`src/rtl/game_step_sched.sv`:
```
// game_step_sched: step scheduler for a snake-style game.
// Runs a timed WAIT -> MOVE -> CHECK loop. Each step waits one step period,
// then handshakes a move request and a collision check with the datapath.
// The period shortens with each speed level, down to a floor.
// Optional feature: define HS_TIMEOUT_EN to end the game with hs_err set
// when a handshake goes 1024 cycles without its ack.
module game_step_sched #(
  parameter int unsigned BASE_DIV = 10_000_000,
  parameter int unsigned STEP_DIV = 1_000_000,
  parameter int unsigned MIN_DIV  = 2_000_000
) (
  input  logic        clk50,
  input  logic        rst_n,
  input  logic        start,
  input  logic        pause,
  input  logic        speed_up,
  input  logic        move_ack,
  input  logic        check_ack,
  input  logic        collide,
  output logic        move_req,
  output logic        check_req,
  output logic        running,
  output logic        game_over,
  output logic [3:0]  level,
  output logic [15:0] step_cnt,
  output logic        hs_err
);

  typedef enum logic [2:0] {
    S_IDLE,
    S_WAIT,
    S_MOVE,
    S_CHECK,
    S_OVER
  } state_t;

  state_t      state;
  logic [23:0] cnt;
  logic [23:0] load_cur;    // reload value for the current level
  logic [23:0] load_first;  // reload value for a new game (level 0)

  // Step period for a level: BASE_DIV - lvl*STEP_DIV, clamped at MIN_DIV.
  // The subtraction is guarded so a large reduction never wraps around.
  function automatic logic [23:0] period_of(input logic [3:0] lvl);
    logic [31:0] red;
    red = 32'(lvl) * 32'(STEP_DIV);
    if ((red >= 32'(BASE_DIV)) || ((32'(BASE_DIV) - red) < 32'(MIN_DIV)))
      return 24'(MIN_DIV);
    else
      return 24'(32'(BASE_DIV) - red);
  endfunction

  // Counter reload values; the counter runs period-1 down to 0 inclusive.
  always_comb begin
    load_cur   = period_of(level) - 24'd1;
    load_first = period_of(4'd0) - 24'd1;
  end

`ifdef HS_TIMEOUT_EN
  logic [9:0] hs_cnt;
`else
  assign hs_err = 1'b0;
`endif

  // Main FSM: state, step timer, level, step count and all registered outputs.
  // NOTE: non-blocking assignments throughout; when two assignments to the same
  // register happen in one cycle, the later one in program order wins, which is
  // how a start clears level even when speed_up arrives in the same cycle.
  always_ff @(posedge clk50 or negedge rst_n) begin
    if (!rst_n) begin
      state     <= S_IDLE;
      cnt       <= '0;
      level     <= '0;
      step_cnt  <= '0;
      move_req  <= 1'b0;
      check_req <= 1'b0;
      running   <= 1'b0;
      game_over <= 1'b0;
`ifdef HS_TIMEOUT_EN
      hs_cnt    <= '0;
      hs_err    <= 1'b0;
`endif
    end else begin
      // Level rises on speed_up while a game exists; a new period only takes
      // effect at the next counter reload.
      if (speed_up && (state != S_IDLE) && (level != 4'hF))
        level <= level + 4'd1;

      case (state)
        S_IDLE, S_OVER: begin
          if (start) begin
            state     <= S_WAIT;
            running   <= 1'b1;
            game_over <= 1'b0;
            level     <= '0;
            step_cnt  <= '0;
            cnt       <= load_first;
`ifdef HS_TIMEOUT_EN
            hs_err    <= 1'b0;
`endif
          end
        end

        S_WAIT: begin
          if (!pause) begin
            if (cnt == '0) begin
              state    <= S_MOVE;
              move_req <= 1'b1;
`ifdef HS_TIMEOUT_EN
              hs_cnt   <= '0;
`endif
            end else begin
              cnt <= cnt - 24'd1;
            end
          end
        end

        S_MOVE: begin
          if (move_ack) begin
            state     <= S_CHECK;
            move_req  <= 1'b0;
            check_req <= 1'b1;
`ifdef HS_TIMEOUT_EN
            hs_cnt    <= '0;
          end else if (hs_cnt == 10'h3FF) begin
            state     <= S_OVER;
            move_req  <= 1'b0;
            running   <= 1'b0;
            game_over <= 1'b1;
            hs_err    <= 1'b1;
          end else begin
            hs_cnt    <= hs_cnt + 10'd1;
`endif
          end
        end

        S_CHECK: begin
          if (check_ack) begin
            check_req <= 1'b0;
            if (collide) begin
              state     <= S_OVER;
              running   <= 1'b0;
              game_over <= 1'b1;
            end else begin
              state    <= S_WAIT;
              step_cnt <= step_cnt + 16'd1;
              cnt      <= load_cur;
            end
`ifdef HS_TIMEOUT_EN
          end else if (hs_cnt == 10'h3FF) begin
            state     <= S_OVER;
            check_req <= 1'b0;
            running   <= 1'b0;
            game_over <= 1'b1;
            hs_err    <= 1'b1;
          end else begin
            hs_cnt    <= hs_cnt + 10'd1;
`endif
          end
        end

        default: begin
          state     <= S_IDLE;
          move_req  <= 1'b0;
          check_req <= 1'b0;
          running   <= 1'b0;
          game_over <= 1'b0;
        end
      endcase
    end
  end

endmodule

```
`config.mk`:
```
export PLATFORM = sky130hd
export DESIGN_NAME = game_step_sched
export DESIGN_NICKNAME = d
export VERILOG_FILES = /design/src/rtl/game_step_sched.sv
export SDC_FILE = /design/constraint.sdc
export NUM_CORES = 1
export LEC_CHECK = 0
export ABC_CLOCK_PERIOD_IN_PS = 13400
export CAP_MARGIN = 20
export CORE_AREA = 2 2 100 83
export CTS_CLUSTER_DIAMETER = 80
export DETAILED_ROUTE_END_ITERATION = 8
export DIE_AREA = 0 0 102 85
export PLACE_DENSITY = 0.8
export RECOVER_POWER = 100
export SLEW_MARGIN = 20
export SYNTH_ARGS = -nofsm -noshare
export SYNTH_HDL_FRONTEND = slang
export SYNTH_SLANG_ARGS = --single-unit
```
`constraint.sdc`:
```
create_clock -name clk50 -period 13.4 [get_ports clk50]
set_clock_uncertainty 0.05 [all_clocks]
set_input_delay 2.68 -clock clk50 [delete_from_list [all_inputs] [get_ports clk50]]
set_output_delay 2.68 -clock clk50 [all_outputs]
set_load 0.01 [all_outputs]
```
# After elaboration in Yosys (flattened, before gate mapping)
# Cells that the tools add are included.
# totals
out_inout_bits	25
elab_cells	86
in_bits	8
register_bits	51
# classes
bitwise	3
multipliers	1
n_reduce_logical	18
order_cmp	2
eq_ne	13
n_mux	36
n_addsub	5
# op_table
op	count
24-bit two-way mux	6
24-bit case mux with 3 select lines	1
16-bit two-way mux	3
24-bit by 1-bit subtractor with 24-bit output, second input constant	2
32-bit by 21-bit less-than comparator with 1-bit output, second input constant	1
16-bit case mux with 2 select lines	1
24-bit by 24-bit subtractor with 25-bit output, first input constant	1
24-bit >= comparator, second input constant	1
24-bit zero test	1
4-bit by 14-bit multiplier with 18-bit output, second input constant	1
3-bit two-way mux	6
16-bit by 1-bit adder with 16-bit output, second input constant	1
2-bit inequality test, second input constant	8
4-bit two-way mux	3
1-bit case mux with 3 select lines	4
3-bit case mux with 4 select lines	1
4-bit AND reduction	3
1-bit two-way mux	11
3-bit by 2-bit == test with 1-bit output, second input constant	2
6-bit AND reduction	1
3-bit nonzero test	2
3-bit OR reduction	2
5-bit AND reduction	1
4-bit by 1-bit adder with 4-bit output, second input constant	1
10 further kinds	14

# Logic depth before layout (Yosys ltp)
# Gate-level depths: netlist of the first run.
# logic_depth
ltp_word	9
ltp_mapped	18
ltp_nobuf	16

# Least setup slack after synthesis of the first run
# Ideal clock, no wire load.
# synth_timing
kind	reg-to-reg
from	register level[2]
to	register cnt[22]
setup_time_ns	0.122
path_stages_with_launch	17
required_time_ns	13.228
arrival_time_ns	4.873
path_slack_ns	8.356
path_buffers	1
synth_period_minus_slack_ns	5.044
path_cell_list	dfrtp_1 -> clkbuf_1 -> inv_1 -> ha_1 -> fa_1 -> fa_1 -> a211oi_1 -> nor2_1 -> o211a_1 -> nor3_1 -> o21ai_0 -> a21boi_4 -> a211oi_2 -> or2_4 -> and3_4 -> a31o_1 -> a32o_1
# synth_via
elab_chain_cells	9
elab_cells_between_ends	10
# synth_rtl
element	line	rtl
from (decl)	24	output logic [3:0] level,
from (signal assigned)	87	level <= level + 4'd1;
4-bit by 14-bit multiplier with 18-bit output *	46	red = 32'(lvl) * 32'(STEP_DIV);
24-bit by 24-bit subtractor with 25-bit output	50	return 24'(32'(BASE_DIV) - red);
32-bit by 21-bit less-than comparator with 1-bit output	47	if ((red >= 32'(BASE_DIV)) || ((32'(BASE_DIV) - red) < 32'(MIN_DIV)))
1-bit logical OR	47	
24-bit two-way mux *	47	
24-bit by 1-bit subtractor with 24-bit output *	55	load_cur = period_of(level) - 24'd1;
24-bit two-way mux *	140	if (collide) begin
24-bit two-way mux *	138	if (check_ack) begin
24-bit case mux with 3 select lines *	89	case (state)
to (signal assigned)	97	cnt <= load_first;
to (signal assigned)	113	cnt <= cnt - 24'd1;
to (signal assigned)	147	cnt <= load_cur;
to (decl)	38	logic [23:0] cnt;
# Mark *: on every way between the ends. The rest lies on a longest branch, timed or not. The select of a mux whose other input is x is not followed.
# A chain may end at the register's enable or synchronous reset.

# Worst setup path after layout of the first run
# layout_timing
from	register level[2]
to	register cnt[13]
# Same word-level chain as after synthesis.

==> out/qor.tcl, run 1 <==
set qor(crit_path_max_incr_delay_ns) 1.06
set qor(cts_resizes) 0
set qor(root_buffer) {clkbuf_8}
set qor(core.rowCount) 29
set qor(synthArstFlopShare_pct) 100
set qor(postSynthAreaPerCell_um2) 8.30
set qor(synth_area_in_compound_gates_pct) 27.6
set qor(synthCells) 542
set qor(ir_worst_vdd_mv) 0.187
set qor(timing.critical_path.arrival_ns) 7.13
set qor(fraction_of_the_mapped_netlist_area_in_adder_cells_pct) 8.90
set qor(max_clock_freq_ghz) 0.143
set qor(post_synth_mux_area_share_pct) 0.946
set qor(clk_pin_slew_ns) 0.09
set qor(crit_path_cell_trace) {inv_1 -> ha_1 -> fa_1 -> fa_1 -> a211oi_1 -> nor2_1 -> o211a_1 -> nor3_1 -> or3_1 -> a21boi_0 -> a21oi_1 -> a21oi_1 -> a2111oi_0 -> o21ai_1 -> a22o_1}
set qor(fin_tns_setup_ns) 0
set qor(antenna_found_initial) 0
set qor(hpwl_dp_um) 8200
set qor(worst_skew_pair.late_latency_ns) 0.31
set qor(place_area_mm2) 0.00487
set qor(numPortBuffers) 31
set qor(power_per_cell_area_mw_per_mm2) 283
set qor(ys_warn_count) 0
set qor(worst_setup_path_end_kind) {flop}
set qor(synth_enable_flop_cells) 0
set qor(placeableCoreArea_mm2) 0.00769
set qor(design.final.nets) 597
set qor(grt_pass1_vias) 3864
set qor(track_usage_pct) 26.6
set qor(stdcell_area_mm2) 0.00491
set qor(die_area_mm2) 0.00867
set qor(synth_cell_type_count) 81
set qor(top_cells_by_area_in_the_synthesized_netlist) {dfrtp_1 28%, ha_1 6.7%, nor2_1 6.3%}
set qor(crit_buf_inv) 1
set qor(critPathTopFamily) {compound AO/OA/AOI/OAI gates}
set qor(post_synth_and_or_nand_nor_area_fraction_pct) 23.3
set qor(fillCellCount) 677
set qor(worst_ep_required_time_ns) 13.55
set qor(drt_drc_violations_left) 0
set qor(postSynthNetCount) 579
set qor(post_place_setup_slack_ns) 7.44
set qor(synth_seq_cells) 51
set qor(layout.area.seq_mm2) 0.00128
set qor(yosys_most_used_dff) {dfrtp_1}
set qor(period_needed_ns) 6.98
set qor(worst_path_max_delay_cell) {a21oi_1}
set qor(groute.layer.met2.usage_pct) 40.4
set qor(final_worst_path_period_share_pct) 52.1
set qor(leakage_nw) 2.05
set qor(post_route_cells_drive_above_1_share_pct) 6.42
set qor(multiInputGateArea_mm2) 0.00302
set qor(floorplan.initialDensity_pct) 58.5
set qor(cts_max_level) 2
set qor(critPathMaxFanout) 18
set qor(grt.busiest_layer) {met1}
set qor(drt.antenna.violating_nets) 0
set qor(met1_usage_pct) 41.1
set qor(tritoncts.num_buffers) 5
set qor(route.detailed.wl_per_inst_um) 16.4
set qor(final_max_slew_viol_count) 52
set qor(drt-vias-per-instance) 6.25
set qor(number_of_search_and_repair_iterations_in_the_first_detailed_routing_pass) 5
set qor(drtIter0Drc) 191
set qor(proportion_of_synthesized_chip_area_in_sequential_cells_pct) 28.4
set qor(final_core_utilization_pct) 63.8
set qor(routed_wl_um) 11000
set qor(overflow) 0
set qor(height_of_the_die_um) 85
set qor(netlist.area_leader.share_pct) 28.4
set qor(clock_sink_count) 51
set qor(detailroute.via_count) 4184
set qor(hold_violations) 0
set qor(largest_family_of_logic_cells_by_synthesized_area) {compound AO/OA/AOI/OAI gates}
set qor(timing.max_slew.rel_slack_pct) -85.1
set qor(setup_violations) 0
set qor(cell_area_synth_mm2) 0.00450
set qor(area_delta_synth_final_pct) 9.10
set qor(area_share_of_xor_xnor_cells_in_the_synthesized_design_pct) 7.76
set qor(global_route_wire_length_before_repair_um) 18800
set qor(post_cts_buffers) 0
set qor(gp_congestion) 0.899
set qor(die_w_um) 102
set qor(worst_pin_slew_ns) 2.78
set qor(post_synth_top_area_cell) {dfrtp_1}
set qor(hp-class) {reg -> reg}
set qor(finalWorstSetupSlack_ns) 6.42
set qor(floorplan.io_pins) 33
set qor(grt_setup_unrepaired) {false}
set qor(launching_element_type_of_the_critical_path) {flop}
set qor(num_antenna_cells) 0
set qor(maximum_number_of_pins_on_one_net_before_global_route_repair) 52
set qor(grt_use_met3_pct) 3.95
set qor(category_of_the_critical_setup_timing_path) {reg -> reg}
set qor(run_status) {complete, but fails checks}
set qor(drv.max_cap_violation_count) 1
set qor(finalNonFillerCells) 669
set qor(cts_tree) {built}
set qor(cts.path.max_buffers) 2
set qor(cts-hold-fix-buffers) 0
set qor(violations) {capacitance limit, slew limit}
set qor(dp_cells) 661
## flip-flops by register name, indices dropped and copies added (netlist names)
signal     flops
cnt           24
check_req      1
state          3
game_over      1
running        1
step_cnt      16
level          4
move_req       1
## final timing paths
kind	from	endpoint	slack [ns]	depth (start not counted)
max in group asynchronous	rst_n	check_req	8.42	2
min in group asynchronous	rst_n	step_cnt[14]	3.30	2
min	cnt[5]	cnt[5]	0.46	1
max reg2reg	level[2]	cnt[13]	6.42	15
min reg2reg	cnt[5]	cnt[5]	0.46	1
max	level[2]	cnt[13]	6.42	15
## layout make-up
type | instances | area share [%]
well taps | 108 | 2.75
repair buffers | 35 | 6.68
clock inverters | 3 | 0.893
clock buffers | 5 | 1.40
inverters | 9 | 0.689
multi-input cells | 458 | 61.6
flip-flops and latches | 51 | 26.0
## logic make-up after synthesis
| family | count (synthesis) |
|---|---|
| buf+inv | 33 |
| mux | 4 |
| fa+ha+maj | 29 |
| xor+xnor | 39 |
| flops | 51 |
| other cells | 1 |
| compound gates | 166 |
| simple gates | 219 |
## stage by stage
stage                     hold WS, ns  power, W
after floorplan                 0.407   0.00107
after global placement          0.428   0.00127
after detailed placement        0.445   0.00130
after CTS                       0.460   0.00142
after global routing            0.498   0.00151
final                           0.461   0.00139
## worst reg2reg max path: cells and delay by family, from the launching register on
family                     cells  cell delay (ns)
AOI/OAI and AO/OA              8             3.59
adders and majority gates      3             1.39
and+or+nand+nor                3             0.81
DFF                            1             0.78
buffers and inverters          1             0.26
## cell usage in the layout, fill, tap and decap left out, drive strengths merged, types with 8 or more instances in the layout
master	netlist	routed
or3	11	11
ha	24	24
dlygate4sd3	0	27
a31oi	8	8
a21o	10	10
a22oi	10	10
o21ai	36	36
nand2	47	47
nor3	23	23
dfrtp	51	51
nand4	9	9
xnor2	20	20
inv	9	9
a211oi	11	11
a21oi	34	34
nor2	78	78
xor2	19	19
nand3	16	16
## synth_stat cells, types with 3 or more instances
master and instances:
nor2b_1 3, inv_1 9, nor2_2 3, nand4_1 9, fa_1 5, a22oi_1 10, o32ai_1 3, o21ai_0 28
a21oi_1 30, buf_2 5, o21bai_1 5, a31oi_1 8, a21o_1 8, nor3_1 23, o21a_1 3, xnor2_1 19
or2_2 3, o221ai_1 3, nand2b_1 6, o22ai_1 4, or3_1 11, nand3_1 16, ha_1 24, nor2_1 75
nor4_1 6, o22a_1 3, nand2_1 47, o21ai_1 8, o211ai_1 3, a211oi_2 6, nand3b_1 3, clkbuf_1 17
xor2_1 19, a211oi_1 5, dfrtp_1 51
## layer usage
metal	share of wire (%)	vias up
met5	0	-
met4	0.51	0
met3	6.5	8
met2	44	139
met1	49	2004
li1	-	2033
## where the power goes
part / leakage [nW] / internal [W] / switching, W
clock network: 0.0581 / 0.0000557 / 0.0000550
logic: 1.37 / 0.000381 / 0.000632
registers: 0.630 / 0.000192 / 0.0000715
Note: power is estimated with default switching activity, not from simulation.
==> inputs of run 2 (changes only) <==
- ABC_CLOCK_PERIOD_IN_PS: 13400 -> 7200
- clock period: 13.4 -> 7.2 ns (I/O delays scaled with it)
==> run 2 against run 1 <==
The run still ends with capacitance limit, slew limit left. Sequential cell count did not move. Global-route usage fell by 0.25 points. Critical path depth did not move. Cell count did not move. Worst setup slack got worse by 5.1 ns. First-iteration DRC count rose by 95%. Final area rose by 0.33%. Worst hold slack improved by 0.012 ns. Register-to-register slack got worse by 5.1 ns.
==> out/qor.tcl, run 2 (synthesized netlist as in run 1, its figures left out) <==
set qor(track_usage_pct) 26.4 ;# -0.25 points
set qor(routed_wl_um) 11400 ;# +3.8%
set qor(drv.max_cap_violation_count) 2 ;# +1
set qor(power.switching_fraction_pct) 55.2 ;# +0.50 points
set qor(run_status) {complete, but fails checks}
set qor(drt_drc_violations_left) 0 ;# unchanged
set qor(die_area_mm2) 0.00867 ;# unchanged
set qor(floorplan.initialDensity_pct) 58.5 ;# unchanged
set qor(clock_sink_count) 51 ;# unchanged
set qor(reg2reg_from) {level[2]}
set qor(worstRegToRegCells) 15 ;# unchanged
set qor(timing.max_slew.rel_slack_pct) -85.8 ;# -0.68 points
set qor(power_per_cell_area_mw_per_mm2) 534 ;# +89%
set qor(post_place_setup_slack_ns) 1.69 ;# -5.75 ns
set qor(num_antenna_cells) 0 ;# unchanged
set qor(grt_setup_unrepaired) {false}
set qor(fin_worst_hold_slack_ns) 0.473 ;# +0.0124 ns
set qor(launching_element_type_of_the_critical_path) {flop}
set qor(p_int_w) 0.00118 ;# +88%
set qor(worstHoldEndpoint) {cnt[13]}
set qor(regToRegEndpoint) {cnt[22]}
set qor(comb_power_share_pct) 74.4 ;# +1.4 points
set qor(p_clk_share_pct) 6.9 ;# -1.1 points
set qor(leakage_nw) 2.05 ;# about the same
set qor(post_route_cells_drive_above_1_share_pct) 7.13 ;# +0.71 points
set qor(detailroute.via_count) 4232 ;# +1.1%
set qor(overflow) 0 ;# unchanged
set qor(floorplan.io_pins) 33 ;# unchanged
set qor(number_of_search_and_repair_iterations_in_the_first_detailed_routing_pass) 5 ;# unchanged
set qor(worst_skew_pair.late_latency_ns) 0.31 ;# about the same
set qor(numPortBuffers) 31 ;# unchanged
set qor(global_route_wire_length_before_repair_um) 18500 ;# -1.3%
set qor(cts_max_level) 2 ;# unchanged
set qor(post_cts_buffers) 0 ;# unchanged
set qor(hp_start) {cnt[13]}
set qor(layout.cells.most_common_list) {76 x nor2_1, 51 x dfrtp_1, 47 x nand2_1}
set qor(power.total_w) 0.00263 ;# +90%
set qor(timing.critical_path.arrival_ns) 6.05 ;# -1.08 ns
set qor(finalWorstSetupSlack_ns) 1.30 ;# -5.12 ns
set qor(worst_setup_path_end_kind) {flop}
set qor(worst_ep_required_time_ns) 7.36 ;# -6.19 ns
set qor(period_needed_ns) 5.90 ;# -1.08 ns
set qor(setup_violations) 0 ;# unchanged
set qor(tritoncts.num_buffers) 5 ;# unchanged
set qor(largestRegisters) {cnt: 24 flops, step_cnt: 16 flops, level: 4 flops}
set qor(final_worst_path_period_share_pct) 81.9 ;# +30 points
set qor(grt_pass1_vias) 3769 ;# -2.5%
set qor(violations) {capacitance limit, slew limit}
set qor(route.detailed.wl_per_inst_um) 17.0 ;# +3.8%
set qor(ir_worst_vdd_mv) 0.319 ;# +71%
set qor(layout.cells.most_common) {nor2_1}
set qor(worst_pin_slew_ns) 2.79 ;# +0.0103 ns
set qor(switchingPower_w) 0.00145 ;# +91%
set qor(critPathMaxFanout) 18 ;# unchanged
set qor(final_core_utilization_pct) 64.0 ;# +0.21 points
set qor(drtIter0Drc) 373 ;# +95%
set qor(largest_register_ffs) 24 ;# unchanged
set qor(ff2ff_setup_slack_ns) 1.30 ;# -5.12 ns
set qor(hpwl_dp_um) 8410 ;# +2.6%
set qor(clk_pin_slew_ns) 0.10 ;# about the same
set qor(drt-vias-per-instance) 6.33 ;# +1.1%
set qor(whs_path_depth) 1 ;# unchanged
set qor(gp_congestion) 0.919 ;# +2.3%
set qor(cts_tree) {built}
set qor(antenna_found_initial) 0 ;# unchanged
set qor(share_seq_of_total_power_pct) 18.6 ;# -0.4 points
set qor(regMostFlops) {cnt}
set qor(hp-class) {reg -> reg}
set qor(placeableCoreArea_mm2) 0.00769 ;# unchanged
set qor(core.rowCount) 29 ;# unchanged
set qor(cts-hold-fix-buffers) 0 ;# unchanged
set qor(final_max_slew_viol_count) 67 ;# +29%
set qor(cts.path.max_buffers) 2 ;# unchanged
set qor(max_clock_freq_ghz) 0.170 ;# +18%
set qor(fin_tns_setup_ns) 0 ;# unchanged
set qor(category_of_the_critical_setup_timing_path) {reg -> reg}
set qor(die_w_um) 102 ;# unchanged
set qor(maximum_number_of_pins_on_one_net_before_global_route_repair) 52 ;# unchanged
set qor(height_of_the_die_um) 85 ;# unchanged
set qor(hold_violations) 0 ;# unchanged
set qor(area_delta_synth_final_pct) 9.46
set qor(cts_resizes) 0 ;# unchanged
set qor(root_buffer) {clkbuf_8}
set qor(design.final.nets) 597 ;# unchanged
set qor(drt.antenna.violating_nets) 0 ;# unchanged
[run 2: layout make-up]
cell class	instances	area (µm²)
tap	108	135
clock inverter	2	16.3
sequential	51	1280
timing repair buffer	35	332
fill	676	2770
inverter	9	33.8
multi-input combinational	458	3050
clock buffer	6	82.6
[run 2: critical path: stages (launching register included)]
cell      delay (ns)
dfrtp_1         0.77
inv_1           0.27
ha_1            0.36
fa_1            0.51
fa_1            0.52
a211oi_1        0.38
nor2_1          0.19
o211a_1         0.27
nor3_1          0.44
o21ai_0         0.26
a21boi_4        0.35
a21o_1          0.26
o221ai_1        0.32
nor2_1          0.43
nand4_1         0.15
a32o_1          0.27
[run 2: worst max-delay path by stage]
stage             start      end  slack (ns)
2_1_floorplan  level[2]  cnt[22]        2.16
3_5_place_dp   level[2]  cnt[13]        1.69
3_3_place_gp   level[2]  cnt[13]        1.97
5_1_grt        level[2]  cnt[22]        0.91
6_report       level[2]  cnt[22]        1.30
4_1_cts        level[2]  cnt[13]        1.68
[run 2: through the flow]
step | area, µm² | std cells
floorplan | 4500 | 542
global placement | 4880 | 661
detailed placement | 4880 | 661
CTS | 4980 | 669
global route | 4920 | 669
finish | 4920 | 669
[run 2: power groups by stage]
| stage | logic (W) | clock network, W | registers [W] |
|---|---|---|---|
| after floorplan | 0.00156 | 0 | 0.000441 |
| after global placement | 0.00190 | 0 | 0.000487 |
| after detailed placement | 0.00194 | 0 | 0.000493 |
| after CTS | 0.00195 | 0.000186 | 0.000486 |
| after global routing | 0.00214 | 0.000196 | 0.000501 |
| final | 0.00196 | 0.000182 | 0.000490 |
[run 2: metal layers]
layer | track usage [%] | vias up | wire (µm)
met1 | 39.7 | 1994 | 5260
met5 | 0 | - | 0
li1 | - | 2038 | -
met2 | 41.1 | 186 | 5160
met3 | 3.62 | 14 | 862
met4 | 4.36 | 0 | 93
==> inputs of run 3 (changes only) <==
- ABC_CLOCK_PERIOD_IN_PS: 7200 -> 5400
- CORE_AREA: 2 2 100 83 -> 2 2 106 87
- DIE_AREA: 0 0 102 85 -> 0 0 108 89
- PLACE_DENSITY: 0.8 -> 0.76
- clock period: 7.2 -> 5.4 ns (I/O delays scaled with it)
==> run 3 against run 2 <==
The flow still finishes with violations (capacitance limit, slew limit). Via count increased by 2.7%. Worst setup slack got worse by 0.98 ns. Wire length increased by 3.6%. Global-route usage decreased by 0.71 points.
==> out/qor.tcl, run 3 (synthesized netlist as in run 1, its figures left out) <==
set qor(drt.antenna.violating_nets) 0 ;# unchanged
set qor(drv.max_cap_violation_count) 1 ;# -1
set qor(cp-startpoint) {level[1]}
set qor(setup_violations) 0 ;# unchanged
set qor(hpwl_dp_um) 8680 ;# +3.1%
set qor(drtIter0Drc) 446 ;# +20%
set qor(route.detailed.wl_per_inst_um) 17.3 ;# +1.8%
set qor(comb_power_share_pct) 76.2 ;# +1.8 points
set qor(worst_skew_pair.late_latency_ns) 0.31 ;# about the same
set qor(regMostFlops) {cnt}
set qor(p_clk_share_pct) 6.7 ;# -0.2 points
set qor(worst_pin_slew_ns) 2.82 ;# +0.0340 ns
set qor(hold_violations) 0 ;# unchanged
set qor(gp_congestion) 0.973 ;# +5.8%
set qor(layout.cells.most_common) {nor2_1}
set qor(drt_drc_violations_left) 0 ;# unchanged
set qor(routed_wl_um) 11800 ;# +3.6%
set qor(cts_tree) {built}
set qor(violations) {capacitance limit, slew limit}
set qor(layout.area.seq_mm2) 0.00128 ;# unchanged
set qor(fillCellCount) 779 ;# +15%
set qor(antenna_found_initial) 0 ;# unchanged
set qor(largest_register_ffs) 24 ;# unchanged
set qor(timing.critical_path.to) {cnt[22]}
set qor(final_worst_path_period_share_pct) 94.0 ;# +12 points
set qor(drt-vias-per-instance) 6.38 ;# +0.88%
set qor(switchingPower_w) 0.00200 ;# +38%
set qor(placeableCoreArea_mm2) 0.00845 ;# +9.8%
set qor(root_buffer) {clkbuf_8}
set qor(run_status) {complete, but fails checks}
set qor(ir_worst_vdd_mv) 0.314 ;# -1.4%
set qor(cts-hold-fix-buffers) 0 ;# unchanged
set qor(power_per_cell_area_mw_per_mm2) 718 ;# +34%
set qor(timing.critical_path.arrival_ns) 5.23 ;# -0.82 ns
set qor(period_needed_ns) 5.07 ;# -0.825 ns
set qor(worst_setup_path_end_kind) {flop}
set qor(grt_pass1_vias) 4111 ;# +9.1%
set qor(share_seq_of_total_power_pct) 17.2 ;# -1.4 points
set qor(worst_ep_required_time_ns) 5.55 ;# -1.81 ns
set qor(core.rowCount) 30 ;# +3.4%
set qor(hp-class) {reg -> reg}
set qor(area_delta_synth_final_pct) 11.4
set qor(launching_element_type_of_the_critical_path) {flop}
set qor(track_usage_pct) 25.7 ;# -0.71 points
set qor(post_route_cells_drive_above_1_share_pct) 8.08 ;# +0.95 points
set qor(power.switching_fraction_pct) 55.7 ;# +0.49 points
set qor(num_antenna_cells) 0 ;# unchanged
set qor(power.total_w) 0.00359 ;# +37%
set qor(die_w_um) 108 ;# +5.9%
set qor(leakage_nw) 2.07 ;# +0.80%
set qor(p_int_w) 0.00159 ;# +35%
set qor(ff2ff_setup_slack_ns) 0.33 ;# -0.98 ns
set qor(grt_setup_unrepaired) {false}
set qor(height_of_the_die_um) 89 ;# +4.7%
set qor(final_max_slew_viol_count) 52 ;# -22%
set qor(fin_tns_setup_ns) 0 ;# unchanged
set qor(regToRegEndpoint) {cnt[22]}
set qor(design.final.nets) 605 ;# +1.3%
set qor(maximum_number_of_pins_on_one_net_before_global_route_repair) 52 ;# unchanged
set qor(number_of_search_and_repair_iterations_in_the_first_detailed_routing_pass) 5 ;# unchanged
set qor(multiInputGateArea_mm2) 0.00309 ;# +1.5%
set qor(overflow) 0 ;# unchanged
set qor(cts.path.max_buffers) 2 ;# unchanged
set qor(tritoncts.num_buffers) 5 ;# unchanged
set qor(largestRegisters) {cnt: 24 flops, step_cnt: 16 flops, level: 4 flops}
set qor(floorplan.io_pins) 33 ;# unchanged
set qor(cts_max_level) 2 ;# unchanged
set qor(reg2reg_from) {level[1]}
set qor(category_of_the_critical_setup_timing_path) {reg -> reg}
set qor(detailroute.via_count) 4346 ;# +2.7%
set qor(max_clock_freq_ghz) 0.197 ;# +16%
set qor(critPathMaxFanout) 8 ;# -10
set qor(die_area_mm2) 0.00961 ;# +11%
set qor(clk_pin_slew_ns) 0.11 ;# about the same
set qor(global_route_wire_length_before_repair_um) 19900 ;# +7.5%
set qor(worstRegToRegCells) 14 ;# -1
set qor(numPortBuffers) 31 ;# unchanged
set qor(timing.max_slew.rel_slack_pct) -88.1 ;# -2.3 points
set qor(floorplan.initialDensity_pct) 53.2 ;# -5.2 points
set qor(clock_sink_count) 51 ;# unchanged
set qor(layout.cells.most_common_list) {77 x nor2_1, 51 x dfrtp_1, 47 x nand2_1}
## run 3: cell types whose count changed in the layout (fill, tap and decap cells not counted), moves of 2 or more
cell / delta
dlygate4sd3_1: -4
buf_4: +2
clkdlybuf4s50_1: +4
clkbuf_1: +6
## run 3: how the worst min path moves through the flow
stage / from / endpoint / slack [ns] / cells past startpoint
after floorplan: cnt[5] / cnt[5] / 0.41 / 1
final: cnt[5] / cnt[5] / 0.46 / 1
after global placement: cnt[5] / cnt[5] / 0.43 / 1
after CTS: cnt[5] / cnt[5] / 0.47 / 1
after global routing: cnt[5] / cnt[5] / 0.48 / 1
after detailed placement: cnt[14] / cnt[14] / 0.45 / 2
## run 3: stage by stage
step | hold slack, ns | worst slack [ns] | std cells | utilization (%) | cell area, µm²
4_1_cts | 0.470 | 0.248 | 679 | 59.4 | 5020
5_1_grt | 0.480 | 0.0241 | 681 | 59.3 | 5010
6_report | 0.464 | 0.326 | 681 | 59.3 | 5010
3_3_place_gp | 0.427 | 0.528 | 671 | 58.3 | 4920
3_5_place_dp | 0.449 | 0.296 | 671 | 58.3 | 4920
2_1_floorplan | 0.407 | 0.356 | 542 | - | 4500
## run 3: final cells by class
| class | count | area share, % |
|---|---|---|
| clock buffer | 5 | 1.37 |
| timing repair buffer | 43 | 7.37 |
| multi-input combinational | 458 | 61.7 |
| clock inverter | 3 | 0.575 |
| sequential | 51 | 25.5 |
| tap | 112 | 2.80 |
| inverter | 9 | 0.674 |
## run 3: power groups by stage
stage | logic (W) | registers (W) | clock network, W
2_1_floorplan | 0.00208 | 0.000588 | 0
3_3_place_gp | 0.00259 | 0.000615 | 0
3_5_place_dp | 0.00267 | 0.000619 | 0
4_1_cts | 0.00269 | 0.000613 | 0.000245
5_1_grt | 0.00298 | 0.000635 | 0.000261
6_report | 0.00274 | 0.000617 | 0.000239
## run 3: layer usage
metal	up-vias	wire, µm	track usage (%)
met2	188	5360	40.4
met4	0	194	6.18
li1	2047	-	-
met5	-	0	0
met3	22	788	4.01
met1	2089	5430	37.4
## run 3: worst max-delay path: stages (launching register included)
cell and delay [ns]:
dfrtp_1 0.52, inv_1 0.10, ha_1 0.32, fa_1 0.52, fa_1 0.59, or3_1 0.47
a211oi_1 0.46, o32ai_1 0.20, o22ai_2 0.24, a21boi_4 0.38, a21o_4 0.22, o221ai_4 0.16
nor2_1 0.34, nand4_1 0.14, a32o_1 0.27
## run 3: repair_timing
item,4_1_cts,5_1_grt
setup endpoints to repair,0,7
gates resized for setup,0,1
buffers inserted,0,2
